--- config.mk ---
export PLATFORM = sky130hd
export DESIGN_NAME = bus_xcvr_sync
export DESIGN_NICKNAME = d
export VERILOG_FILES = /design/src/rtl/bus_xcvr_sync.sv
export SDC_FILE = /design/constraint.sdc
export NUM_CORES = 1
export LEC_CHECK = 0
export ABC_AREA = 1
export ABC_CLOCK_PERIOD_IN_PS = 1600
export CORE_MARGIN = 2
export CORE_UTILIZATION = 37
export CTS_BUF_LIST = sky130_fd_sc_hd__clkbuf_8
export CTS_CLUSTER_SIZE = 30
export DETAILED_ROUTE_END_ITERATION = 10
export PLACE_DENSITY = 0.65
export SLEW_MARGIN = 5
export SYNTH_ARGS = -nofsm -noshare
export SYNTH_HDL_FRONTEND = slang
export SYNTH_SLANG_ARGS = --single-unit
--- constraint.sdc ---
create_clock -name clk -period 1.6 [get_ports clk]
set_clock_uncertainty 0.1 [all_clocks]
set_input_delay 0.24 -clock clk [delete_from_list [all_inputs] [get_ports clk]]
set_output_delay 0.24 -clock clk [all_outputs]
set_load 0.01 [all_outputs]
--- src/rtl/bus_xcvr_sync.sv ---
// -----------------------------------------------------------------------------
// bus_xcvr_sync
//
// Clocked, parametrised replacement for a '640/'645-style octal bus
// transceiver. A WIDTH-bit word is moved between bus side A and bus side B
// through registered paths. The pads are split into in/out/oe so the FPGA
// tristate wrappers own the actual bidirectional pins.
//
// Direction changes always pass through a TURN state that holds both output
// enables low for exactly TURN_CYCLES cycles. This gives the shared backplane
// data lines a guaranteed dead band between two drive periods, so the two
// sides never drive against each other.
//
// Parameters
//   WIDTH        data bits per side
//   INVERT       1: out = ~in (LS640 polarity), 0: out = in (LS645 polarity)
//   TURN_CYCLES  dead cycles on every drive exit, legal range 1..15
//
// Ports
//   clk        in   1      system clock, all state changes on rising edge
//   reset      in   1      synchronous, active-high reset
//   cs_n       in   1      chip select, active low; 1 requests idle
//   dir        in   1      1: A->B (drive B), 0: B->A (drive A)
//   hold       in   1      1: freeze the output register currently driven
//   a_in       in   WIDTH  sampled value of bus A
//   a_out      out  WIDTH  value driven onto bus A
//   a_oe       out  1      enable for the bus-A tristate driver
//   b_in       in   WIDTH  sampled value of bus B
//   b_out      out  WIDTH  value driven onto bus B
//   b_oe       out  1      enable for the bus-B tristate driver
//   busy       out  1      1 while in TURN
//   fsm_state  out  2      current FSM state (debug visibility)
//                          0 IDLE, 1 DRV_AB, 2 DRV_BA, 3 TURN
//
// Every output is a flop; there is no combinational path from any input to
// any output.
// -----------------------------------------------------------------------------
module bus_xcvr_sync #(
  parameter int WIDTH       = 8,
  parameter int INVERT      = 1,
  parameter int TURN_CYCLES = 2
) (
  input  logic             clk,
  input  logic             reset,
  input  logic             cs_n,
  input  logic             dir,
  input  logic             hold,
  input  logic [WIDTH-1:0] a_in,
  output logic [WIDTH-1:0] a_out,
  output logic             a_oe,
  input  logic [WIDTH-1:0] b_in,
  output logic [WIDTH-1:0] b_out,
  output logic             b_oe,
  output logic             busy,
  output logic [1:0]       fsm_state
);

  typedef enum logic [1:0] {
    IDLE   = 2'd0,
    DRV_AB = 2'd1,
    DRV_BA = 2'd2,
    TURN   = 2'd3
  } state_t;

  // Turn counter is 4 bits wide, which is where the 1..15 limit comes from.
  localparam logic [3:0] TURN_LOAD = 4'(TURN_CYCLES);

  state_t     state;
  logic [3:0] turn_cnt;

  // Optional data inversion applied on the way through either path.
  function automatic logic [WIDTH-1:0] xf(input logic [WIDTH-1:0] x);
    return (INVERT != 0) ? ~x : x;
  endfunction

  assign fsm_state = state;

  // ---------------------------------------------------------------------------
  // Single FSM process. Output enables, output data and busy are all updated
  // here so that they change on the same edge as the state they belong to.
  //
  // Notes on the less obvious points:
  //  - Entering a drive state loads the first data word on the same edge as
  //    the oe rises, and ignores hold: hold only freezes a register that is
  //    already driving, it never lets stale data out on the first cycle.
  //  - Leaving a drive state only drops the oe; the data register keeps its
  //    last value.
  //  - cs_n going high and dir flipping in the same cycle take the same
  //    single branch into TURN, so the dead band is never doubled.
  //  - TURN ignores cs_n/dir until its last cycle (counter == 1) and then
  //    decides where to go from the values sampled on that cycle.
  // ---------------------------------------------------------------------------
  always_ff @(posedge clk) begin
    if (reset) begin
      state    <= IDLE;
      turn_cnt <= 4'd0;
      a_oe     <= 1'b0;
      b_oe     <= 1'b0;
      a_out    <= '0;
      b_out    <= '0;
      busy     <= 1'b0;
    end else begin
      case (state)
        IDLE: begin
          // Nothing was driving, so a request may start immediately.
          if (!cs_n) begin
            if (dir) begin
              state <= DRV_AB;
              b_oe  <= 1'b1;
              b_out <= xf(a_in);
            end else begin
              state <= DRV_BA;
              a_oe  <= 1'b1;
              a_out <= xf(b_in);
            end
          end
        end

        DRV_AB: begin
          if (cs_n || !dir) begin
            state    <= TURN;
            b_oe     <= 1'b0;
            busy     <= 1'b1;
            turn_cnt <= TURN_LOAD;
          end else if (!hold) begin
            b_out <= xf(a_in);
          end
        end

        DRV_BA: begin
          if (cs_n || dir) begin
            state    <= TURN;
            a_oe     <= 1'b0;
            busy     <= 1'b1;
            turn_cnt <= TURN_LOAD;
          end else if (!hold) begin
            a_out <= xf(b_in);
          end
        end

        TURN: begin
          // The "<=" also covers a zero count, so a bad load can never
          // trap the FSM in TURN.
          if (turn_cnt <= 4'd1) begin
            turn_cnt <= 4'd0;
            busy     <= 1'b0;
            if (cs_n) begin
              state <= IDLE;
            end else if (dir) begin
              state <= DRV_AB;
              b_oe  <= 1'b1;
              b_out <= xf(a_in);
            end else begin
              state <= DRV_BA;
              a_oe  <= 1'b1;
              a_out <= xf(b_in);
            end
          end else begin
            turn_cnt <= turn_cnt - 4'd1;
          end
        end

        default: begin
          state    <= IDLE;
          turn_cnt <= 4'd0;
          a_oe     <= 1'b0;
          b_oe     <= 1'b0;
          busy     <= 1'b0;
        end
      endcase
    end
  end

  // ---------------------------------------------------------------------------
  // Simulation-only checks (ignored by synthesis).
  // ---------------------------------------------------------------------------
  // The dead-band length must fit the 4-bit counter and be at least one cycle.
  a_turn_range : assert property (@(posedge clk)
    (TURN_CYCLES >= 1) && (TURN_CYCLES <= 15));

  // Both sides must never be enabled at once.
  a_no_contention : assert property (@(posedge clk) !(a_oe && b_oe));

  // busy is exactly "in TURN" outside of reset.
  a_busy_tracks_turn : assert property (@(posedge clk) disable iff (reset)
    busy == (state == TURN));

endmodule

==> impl_metrics.csv <==
group,metric,value,unit
pwr,leakagePower,1.09,nW
layout,final_core_util,57.9,%
clock_network,clk-insertion-delay-late,260,ps
clock_network,root_buffer,"clkbuf_8",
detailed_routing,via_count,1412,
clock_network,cts_tree,"done",
floorplanning,ioPinCount,42,
worst_setup_path,required,1260,ps
floorplanning,die_w,66.0,um
worst_setup_path,worst-r2r-cell-count,9,
detailed_routing,vias_per_cell,4.29,
min_path,min_to,"a_oe",
floorplanning,core,3690,um2
synthesis,synth_edf_count,0,
synthesis,syn_area,1420,um2
synthesis,ys_seq_area_share,35.1,%
detailed_routing,ant_nets,0,
pwr,p_total,3.53,mW
timing,rsz0062_at_grt,"true",
worst_setup_path,cp_top_family,"buffers and inverters",
floorplanning,initial_utilization,38.6,%
pwr,power_density,1650,nW/um2
worst_setup_path,rr_startpoint,"fsm_state[1]",
grt,grt_pass1_vias,1270,
pwr,seqPwrFrac,28.1,%
synthesis,synth_commonest_cells,"nand2_1 (62), inv_1 (48), nor2_1 (43), dfxtp_1 (25), nand3_1 (9)",
worst_setup_path,path_buf_inv,1,
worst_setup_path,r2r_slack,130,ps
layout,antenna_cells,0,
worst_setup_path,startpoint,"b_oe",
grt,grt_max_degree,20,
detailed_routing,routed_wl,3260,um
pwr,p_switching,1.52,mW
pwr,clkPwrFrac,10.2,%
detailed_routing,drt-pass1-iter-count,4,
worst_setup_path,worst_setup_path_end_kind,"output port",
layout,drive_above_1_share,19.2,%
synthesis,synth.most_common_cell,"nand2_1",
timing,fmax,657,MHz
detailed_routing,drt_iter0_markers,67,
layout,num-nets-final,310,
timing,setup_viol,0,
grt,gr-total-overflow,0,
floorplanning,die_area,4360,um2
worst_setup_path,worstPathCellList,"clkdlybuf4s50_1",
synthesis,avgSynthCellArea,6.39,um2
grt,grt_pass1_wl,5120,um
worst_setup_path,crit_type,"flop to output port",
min_path,hold_path.class,"flop to flop",
synthesis,synthFlopType,"dfxtp_1",
pwr,switching_share,43.1,%
grt,antenna_found_initial,0,
place,pre_cts_slack,-154,ps
synthesis,synth_seq_cells,25,
place,place_hpwl,2220,um
min_path,holdPathStages,2,
flow_run,drv_cap,0,
worst_setup_path,reg2reg_to,"turn_cnt[3]",
synthesis,ys_types,22,
timing,slew_viol_final,0,
synthesis,synth_area_leaders,"dfxtp_1 (35%), nand2_1 (16%), inv_1 (13%), nor2_1 (11%), ha_1 (6.2%)",
clock_network,clk_pin_slew,80,ps
place,port_buffers,41,
synthesis,ys_async_sr_fraction,0,%
timing,tightest_slew,280,ps
clock_network,cts.hold.buffers_added,0,
floorplanning,die_y,66.0,um
clock_network,clock_path_buffers,2,
layout,area_growth,50.0,%
worst_setup_path,start_kind,"flop",
worst_setup_path,cp_max_fo,3,
place,gp_congestion,0.811,
synthesis,synthCells,223,
timing,slew-limit-headroom,81.3,%
timing,layout_min_cycle_time,1520,ps
timing,hold_viol,0,
status,status,"finished, final reports clean",
timing,fin_crit_sh,95.1,%
clock_network,cts_htree_levels,1,
detailed_routing,route.detailed.drc,0,
min_path,min_from,"a_oe",
worst_setup_path,path_depth,1,
grt,grt_use_total,14.7,%
timing,holdWs,370,ps
pwr,peakVddDrop,0.849,mV
worst_setup_path,slowest_delay,550,ps
timing,final.setup.worst_slack,78.4,ps
synthesis,synth_nets,251,
synthesis,synth_top_area_share,35.1,%
pwr,power_frac_comb,61.7,%
clock_network,cts.sinks,25,
worst_setup_path,slowest_stage,"clkdlybuf4s50_1",
worst_setup_path,critical_path_arrival,1180,ps
floorplanning,std_cell_rows,22,
detailed_routing,avgRoutedWirePerCell,9.92,um
pwr,p_int,2.01,mW
clock_network,numCtsBuffers,3,
synthesis,synth_top_cell_by_area,"dfxtp_1",
synthesis,synth_warnings,0,
-- cells by family after synthesis --
family,Yosys count,share of synthesized area (%)
AND/OR/NAND/NOR,124,37.4
buffers and inverters,55,15.6
flip-flops,25,35.1
AO/OA/AOI/OAI,12,5.62
adder cells (fa/ha/maj),7,6.15
-- layer usage --
metal	part of all wire [%]	wire, um	GRT usage (%)
met1	46	1510	17.8
met2	47	1520	25.0
met3	7.0	228	5.28
met4	0.12	4	3.06
met5	0	0	0
-- power groups by stage --
stage                     Clock [mW]  Sequential, mW  Combinational, mW
after floorplan                    0            1.06               1.14
after global placement             0           0.988               1.86
after detailed placement           0           0.986               1.88
after CTS                      0.378           0.982               1.88
after global routing           0.412            1.02               2.47
final                          0.361           0.991               2.18
-- state kept, by name (all words and copies together) (netlist names) --
register,count
a_out,8
fsm_state,2
b_oe,1
busy,1
turn_cnt,4
a_oe,1
b_out,8
-- worst reg2reg max path: cells and delay by family, from the launching register on --
kind / cells / cell delay (ps)
simple gates: 5 / 490
flops: 1 / 360
fa+ha+maj: 1 / 170
buf+inv: 3 / 240
-- cells in the final DEF, fill, tap and decap left out, drive strengths merged --
| cell type | n |
|---|---|
| nor3 | 1 |
| nand2 | 68 |
| ha | 7 |
| dlymetal6s2s | 1 |
| nand3 | 13 |
| dlygate4sd2 | 1 |
| buf | 14 |
| a21oi | 9 |
| a22oi | 1 |
| o21ai | 1 |
| nor2 | 45 |
| o21bai | 1 |
| clkdlybuf4s50 | 39 |
| inv | 52 |
| clkbuf | 3 |
| dfxtp | 25 |
-- worst max path at each step --
| stage | end |
|---|---|
| after floorplan | turn_cnt[2] |
| after global placement | turn_cnt[3] |
| after detailed placement | turn_cnt[3] |
| after CTS | fsm_state[0] |
| after global routing | a_out[4] |
| final | b_oe |
-- through the flow --
stage	cells	area (um2)	setup TNS, ps
floorplan	223	1420	0
global placement	320	1970	-1910
detailed placement	320	1970	-2330
CTS	324	2010	0
global route	329	2140	-4.25
finish	329	2140	0
-- layout make-up --
| cell class | count | area, um2 |
|---|---|---|
| inverters | 51 | 191 |
| flip-flops and latches | 25 | 508 |
| well taps | 48 | 60.1 |
| fillers | 365 | 1550 |
| clock inverters | 1 | 3.75 |
| repair buffers | 55 | 529 |
| clock buffers | 3 | 41.3 |
| multi-input cells | 146 | 802 |
-- timing repair --
item | CTS | global route
resized for setup | 4 | 24
pin swaps | 0 | 6
gates cloned | 0 | 3
setup endpoints to repair | 6 | 24
buffers inserted | 0 | 2
No activity file was read; power rests on OpenSTA's default activity.
